File: src/rtl/route_distributor_param_pkg.sv
// Shared definitions for the word router: mode codes, legacy destination type,
// statistics width and the word transform applied on enqueue.
package definitions;

  localparam int STAT_W     = 16;
  localparam int MAX_DATA_W = 256;

  typedef logic [4:0] word_destination_t;

  typedef enum logic [2:0] {
    NORMAL       = 3'b000,
    ALL_SET_0    = 3'b100,
    MIDDLE_SET_0 = 3'b101,
    MIDDLE_SET_1 = 3'b110,
    ALL_SET_1    = 3'b111
  } mode_ctrl_t;

  typedef struct packed {
    logic                  illegal;
    logic [MAX_DATA_W-1:0] data;
  } mode_result_t;

  // Operates on a zero-extended word; callers keep the low data_w bits.
  function automatic mode_result_t mode_apply(input logic [2:0] mode,
                                              input logic [MAX_DATA_W-1:0] data,
                                              input int data_w);
    logic [MAX_DATA_W-1:0] mask;
    mode_result_t          res;
    for (int i = 0; i < MAX_DATA_W; i++) begin
      mask[i] = (i >= data_w / 4) && (i < (3 * data_w) / 4);
    end
    res.illegal = 1'b0;
    case (mode)
      NORMAL:       res.data = data;
      ALL_SET_1:    res.data = {MAX_DATA_W{1'b1}};
      ALL_SET_0:    res.data = {MAX_DATA_W{1'b0}};
      MIDDLE_SET_1: res.data = data | mask;
      MIDDLE_SET_0: res.data = data & ~mask;
      default: begin
        res.data    = data;
        res.illegal = 1'b1;
      end
    endcase
    return res;
  endfunction

endpackage

File: src/rtl/route_distributor_param_out_fifo.sv
// Per-lane FIFO with extra-MSB pointers and a registered head word, so the
// lane output is driven straight from a flop.
module route_out_fifo
  import definitions::*;
#(
  parameter int DATA_W = 16,
  parameter int DEPTH  = 2
) (
  input  logic              clk,
  input  logic              rst_n,
  input  logic              push_i,
  input  logic              pop_i,
  input  logic [DATA_W-1:0] data_i,
  output logic              full_o,
  output logic              valid_o,
  output logic [DATA_W-1:0] data_o
);

  localparam int AW = $clog2(DEPTH);
  localparam int PW = AW + 1;

  logic [PW-1:0]     wptr_q, wptr_d;
  logic [PW-1:0]     rptr_q, rptr_d;
  logic [DATA_W-1:0] mem_q [DEPTH];
  logic [DATA_W-1:0] head_q, head_d;
  logic              push_s, pop_s, empty_s;

  assign empty_s = (wptr_q == rptr_q);
  assign full_o  = (wptr_q[PW-1] != rptr_q[PW-1]) && (wptr_q[AW-1:0] == rptr_q[AW-1:0]);
  assign push_s  = push_i & ~full_o;
  assign pop_s   = pop_i & ~empty_s;
  assign valid_o = ~empty_s;
  assign data_o  = head_q;

  // Next pointers and next head; a push into a lane that drains to empty
  // this cycle becomes the head directly.
  always_comb begin
    wptr_d = wptr_q;
    rptr_d = rptr_q;
    head_d = head_q;
    if (push_s) begin
      wptr_d = wptr_q + PW'(1);
    end else begin
      wptr_d = wptr_q;
    end
    if (pop_s) begin
      rptr_d = rptr_q + PW'(1);
    end else begin
      rptr_d = rptr_q;
    end
    if (push_s && (wptr_q == rptr_d)) begin
      head_d = data_i;
    end else begin
      head_d = mem_q[rptr_d[AW-1:0]];
    end
  end

  // Pointer, head and storage registers.
  always_ff @(posedge clk or negedge rst_n) begin
    if (!rst_n) begin
      wptr_q <= '0;
      rptr_q <= '0;
      head_q <= '0;
      for (int i = 0; i < DEPTH; i++) begin
        mem_q[i] <= '0;
      end
    end else begin
      wptr_q <= wptr_d;
      rptr_q <= rptr_d;
      head_q <= head_d;
      if (push_s) begin
        mem_q[wptr_q[AW-1:0]] <= data_i;
      end
    end
  end

endmodule

File: src/rtl/route_distributor_param.sv
// Word router: unicast or broadcast into per-lane FIFOs with a mode transform
// on enqueue, drop counting for out-of-range destinations and a mode error flag.
module route_distributor_param
  import definitions::*;
#(
  parameter int NUM_OUT = 32,
  parameter int DATA_W  = 16,
  parameter int DEPTH   = 2,
  parameter int DEST_W  = $clog2(NUM_OUT)
) (
  input  logic                      clk,
  input  logic                      rst_n,
  input  logic                      in_valid,
  output logic                      in_ready,
  input  logic [DATA_W-1:0]         in_data,
  input  logic [DEST_W-1:0]         in_dest,
  input  logic                      in_bcast,
  input  logic [2:0]                mode,
  output logic [NUM_OUT-1:0]        out_valid,
  input  logic [NUM_OUT-1:0]        out_ready,
  output logic [NUM_OUT*DATA_W-1:0] out_data,
  output logic [STAT_W-1:0]         drop_cnt,
  output logic                      mode_err,
  input  logic                      stat_clr
);

  localparam int              DEST_SPAN = 1 << DEST_W;
  localparam logic [DEST_W:0] LANES     = (DEST_W + 1)'(NUM_OUT);

  logic [NUM_OUT-1:0]   full_s;
  logic [NUM_OUT-1:0]   push_s;
  logic [DEST_SPAN-1:0] full_ext_s;
  logic                 in_range_s;
  logic                 hs_s;
  mode_result_t         mode_res_s;
  logic [DATA_W-1:0]    word_s;
  logic [STAT_W-1:0]    drop_cnt_q, drop_cnt_d;
  logic                 mode_err_q, mode_err_d;

  assign in_range_s = ({1'b0, in_dest} < LANES);
  assign full_ext_s = DEST_SPAN'(full_s);
  assign hs_s       = in_valid & in_ready;
  assign mode_res_s = mode_apply(mode, MAX_DATA_W'(in_data), DATA_W);
  assign word_s     = mode_res_s.data[DATA_W-1:0];
  assign drop_cnt   = drop_cnt_q;
  assign mode_err   = mode_err_q;

  if (DATA_W < MAX_DATA_W) begin : g_hi_sink
    logic unused_hi_s;
    assign unused_hi_s = ^mode_res_s.data[MAX_DATA_W-1:DATA_W];
  end

  // Ready looks only at current full flags; a lane popping this cycle still refuses.
  always_comb begin
    in_ready = 1'b0;
    if (in_bcast) begin
      in_ready = ~|full_s;
    end else if (in_range_s) begin
      in_ready = ~full_ext_s[in_dest];
    end else begin
      in_ready = 1'b1;
    end
  end

  // Statistics next state; clear wins over increment and over a new error.
  always_comb begin
    drop_cnt_d = drop_cnt_q;
    mode_err_d = mode_err_q;
    if (stat_clr) begin
      drop_cnt_d = '0;
      mode_err_d = 1'b0;
    end else begin
      if (hs_s && !in_bcast && !in_range_s && (drop_cnt_q != {STAT_W{1'b1}})) begin
        drop_cnt_d = drop_cnt_q + STAT_W'(1);
      end else begin
        drop_cnt_d = drop_cnt_q;
      end
      if (hs_s && mode_res_s.illegal) begin
        mode_err_d = 1'b1;
      end else begin
        mode_err_d = mode_err_q;
      end
    end
  end

  // Statistics registers.
  always_ff @(posedge clk or negedge rst_n) begin
    if (!rst_n) begin
      drop_cnt_q <= '0;
      mode_err_q <= 1'b0;
    end else begin
      drop_cnt_q <= drop_cnt_d;
      mode_err_q <= mode_err_d;
    end
  end

  for (genvar k = 0; k < NUM_OUT; k++) begin : g_lane
    assign push_s[k] = hs_s & (in_bcast | (in_range_s & (in_dest == DEST_W'(k))));

    route_out_fifo #(
      .DATA_W (DATA_W),
      .DEPTH  (DEPTH)
    ) u_fifo (
      .clk     (clk),
      .rst_n   (rst_n),
      .push_i  (push_s[k]),
      .pop_i   (out_ready[k]),
      .data_i  (word_s),
      .full_o  (full_s[k]),
      .valid_o (out_valid[k]),
      .data_o  (out_data[k*DATA_W +: DATA_W])
    );
  end

endmodule

File: config.mk
export PLATFORM = sky130hd
export DESIGN_NAME = route_distributor_param
export DESIGN_NICKNAME = d
export VERILOG_FILES = /design/src/rtl/route_distributor_param_pkg.sv /design/src/rtl/route_distributor_param_out_fifo.sv /design/src/rtl/route_distributor_param.sv
export SDC_FILE = /design/constraint.sdc
export NUM_CORES = 2
export LEC_CHECK = 0
export ABC_AREA = 1
export CORE_ASPECT_RATIO = 1.2
export CORE_UTILIZATION = 35
export CTS_CLUSTER_SIZE = 40
export DETAILED_ROUTE_END_ITERATION = 8
export PLACE_DENSITY = 0.5
export SETUP_SLACK_MARGIN = 0.4
export SLEW_MARGIN = 30
export SYNTH_ARGS = -nofsm -noshare
export SYNTH_HDL_FRONTEND = slang
export SYNTH_SLANG_ARGS = --single-unit
File: constraint.sdc
create_clock -name clk -period 6.3 [get_ports clk]
set_input_delay 1.89 -clock clk [delete_from_list [all_inputs] [get_ports clk]]
set_output_delay 1.89 -clock clk [all_outputs]
set_load 0.005 [all_outputs]
==> key figures <==
Global routing
  – Initial antenna violation count: 16
  – First-pass GRT wire length: 418 mm
  – Total gr overflow: 0
  – Total GRT Usage: around a quarter
  – Largest net degree at the start of global routing: 170
  – Number of global-route vias before repair: 63,911

Synth
  – Yosys cell types: 32
  – Yosys reg bits: 1,665
  – Synth warn: 0
  – Yosys top cell by area: dfrtp_1
  – Number of synthesized flops with an enable pin: 0
  – Synthesized area per cell: around 7.8 sq um
  – Syn Std Cell Area: 75,600 sq um
  – Synth top area share: 55.1%
  – Syn Inst Count: 9,700
  – Synth top cells by count: nand2_1 (4,986), dfrtp_1 (1,665), nand3_1 (1,633), clkbuf_1 (396), inv_1 (188)
  – Cell with the most instances after synthesis: nand2_1
  – Ys async rst share: 100%
  – Post-synth top flop: dfrtp_1
  – Largest cells by area after synthesis: dfrtp_1 (55%), nand2_1 (25%), nand3_1 (11%), clkbuf_1 (2.0%), buf_2 (1.1%)
  – Post-synthesis sequential area ratio: 55.1%

Placed design
  – Post-DP HPWL: 171 mm
  – Port Buffers: between 600 and 700
  – GP Congestion: 0.875

Floorplanning
  – Core Region: roughly 210,000 sq um
  – Width of the die: ~430 microns
  – Chip Height: 511 microns
  – Initial core utilization: between 30% and 40%
  – Num ports: 623
  – Core Rows: 186
  – Die area: 218,000 sq um

Critical path
  – Setup CP Type: input pin to output pin
  – Most used cell, CP: nand2_1
  – R2R cell count: 13
  – Crit path max-delay family: buffers and inverters
  – CP Cell Sequence: clkdlybuf4s50_1 > nand2_1 > inv_1 > nand2_1 > o21ai_1 > inv_1 > nand2_1 > nor2_1 > nand2_1 > nand2_1 > nand2_1 > nand2_8 > buf_12
  – Critical Path Stages: 13
  – Setup crit end kind: output pin
  – Critical path arrival: 3880 ps
  – Critical path's largest stage delay: 590 ps
  – Worst Path Buf+Inv: 4
  – Worst path required time: around 4400 ps
  – Critical Path Fanout Max: 7
  – Setup crit start kind: input pin
  – Slowest-stage cell, CP: clkdlybuf4s50_1

Clocking
  – Total CTS buffers: 180
  – Clk_lat worst skew: 860 ps
  – Maximum buffer depth of the clock tree: 3
  – TritonCTS clock tree: done
  – H-tree depth: 4
  – Clk sink count: 1,665
  – Clk pin slew, worst setup/hold paths: 50 ps
  – # hold bufs at CTS: 0
  – Clock tree root buffer cell: clkbuf_16

STA
  – Fin Setup TNS: 0 ps
  – # setup viols final: 0
  – Fmax achieved: 0.173 GHz
  – RSZ-0062 raised after global routing: false
  – Slew margin rel.: 31.7%
  – Max Transition Viols Final: 0
  – Slew @ Worst Pin: about 1000 ps
  – Tcrit/Tclk final: 91.5%
  – Clock Skew: 41.5 ps
  – Final Hold Violating Endpoints: 0
  – Fin crit period: 5770 ps

Drt
  – Number of vias per cell: 5.05
  – Antenna-violating nets left: 0
  – DR vias: 65,855
  – Drt total wl: about 280 mm
  – DR iter-0 viols: 6,255
  – WL/cell: 21.2 microns
  – DRC viols: 0
  – TritonRoute pass-1 iters: 8

Pwr
  – Overall power: 0.0532 W
  – Combinational group share of total power: 43.2%
  – Clock share of power: 21.0%
  – P_sw: 0.0230 W
  – Switch share: 43.1%
  – Pwr per Cell Area: just under 600 nW/um^2
  – Reg power frac: 35.9%
  – Worst VDD drop: between 200 and 250 uV
  – Internal cell power: between 0.03 and 0.04 W
  – Leakage: roughly 48 nW

Worst hold path
  – WHS Path Cells: 2
  – Worst min-delay path class: flip-flop to flip-flop

Final layout
  – Area Growth Syn to Fin: 20.6%
  – Fin nets: 10,129
  – Share of cells above drive strength 1: 6.63%
  – Layout filler cell count: 21,460

Run
  – # Max-Cap Violations: 0

Outcome
  – Status: completed
flip-flops by register name, indices dropped and copies added, names as in the netlist:
register	cells
g_lane.u_fifo.mem_q	1024
g_lane.u_fifo.wptr_q	64
g_lane.u_fifo.data_o	512
g_lane.u_fifo.rptr_q	64
mode_err	1
metal layers:
metal | share of wire, % | global-route usage, % | routed length (microns) | up-vias
met4 | 3.3 | 9.21 | 9110 | 2
met2 | 48 | 40.6 | 133000 | 2173
met5 | 0.0011 | 0 | 3 | -
li1 | - | - | - | 31168
met1 | 43 | 34.4 | 120000 | 32112
met3 | 5.4 | 3.08 | 14900 | 400
final timing paths:
path	start	endpoint	slack [ps]
setup / recovery	in_dest[1]	in_ready	530
hold / removal	g_lane[17].u_fifo.mem_q[28]	g_lane[17].u_fifo.mem_q[28]	470
setup reg to reg	g_lane[7].u_fifo.wptr_q[0]	g_lane[0].u_fifo.mem_q[7]	2100
hold reg to reg	g_lane[17].u_fifo.mem_q[28]	g_lane[17].u_fifo.mem_q[28]	470
max in group asynchronous	rst_n	g_lane[26].u_fifo.mem_q[31]	3720
min in group asynchronous	rst_n	g_lane[4].u_fifo.mem_q[10]	1020
stage by stage:
stage	util [%]	instance area (sq um)	hold slack [ps]	setup WS (ps)	cells
3_3_place_gp	39.6	84900	453	538	12704
2_1_floorplan	-	75700	442	1290	9715
6_report	42.6	91200	467	535	13044
5_1_grt	42.5	91200	485	396	13042
4_1_cts	42.5	91100	472	500	13032
3_5_place_dp	39.6	84900	458	506	12705
timing repair:
item                                   4_1_cts  5_1_grt
endpoints found under the hold margin        0        0
gates resized for setup                      0        2
setup buffers                                0        0
setup endpoints to repair                    0        1
cells by family after synthesis:
logic type / after synthesis / share of synthesized area, %
AND/OR/NAND/NOR: 6816 / 37.2
XOR/XNOR: 99 / 1.15
AO/OA/AOI/OAI: 126 / 0.847
buffers and inverters: 993 / 5.69
other: 1 / 0.00496
flip-flops: 1665 / 55.1
power by group through the flow:
stage | Sequential [W] | Combinational [W] | Clock [W]
after global routing | 0.0197 | 0.0257 | 0.0118
after detailed placement | 0.0192 | 0.0231 | 0
after floorplan | 0.0183 | 0.0133 | 0
after global placement | 0.0191 | 0.0229 | 0
final | 0.0191 | 0.0230 | 0.0112
after CTS | 0.0191 | 0.0232 | 0.0114
cells in the final DEF (no fill, tap or decap), types with 29 or more instances in the layout:
cell type / instances
xor2_1: 63
nor2_1: 46
clkbuf_1: 29
nand2_1: 4986
dfrtp_1: 1665
clkinv_1: 73
nand3_1: 1633
nand4_1: 84
xnor2_1: 33
inv_1: 188
nor2_2: 30
o21ai_0: 90
clkdlybuf4s50_1: 603
clkbuf_8: 46
clkbuf_16: 182
inv_2: 37
buf_4: 214
clkinv_2: 33
buf_12: 45
cell type report:
class	instances	area [sq um]	share of cell area, %
multi-input combinational	7057	30000	32.9
antenna	11	27.5	0.0302
sequential	1665	41700	45.7
clock inverter	70	923	1.01
tap	2820	3530	3.87
timing repair buffer	866	8640	9.47
clock buffer	257	5300	5.81
inverter	298	1120	1.23
worst register-to-register path: stages (launching register included):
cell and delay [ps]:
dfrtp_1 870, inv_2 350, nor2_1 170, nor2_1 150
nand2_1 100, o21ai_1 210, nand3b_1 250, nor2_1 140
nand3_1 200, nand2_8 140, buf_12 590, nand4_2 640
nand2_1 210, nand2_1 60
(Power assumes the default switching activity.)
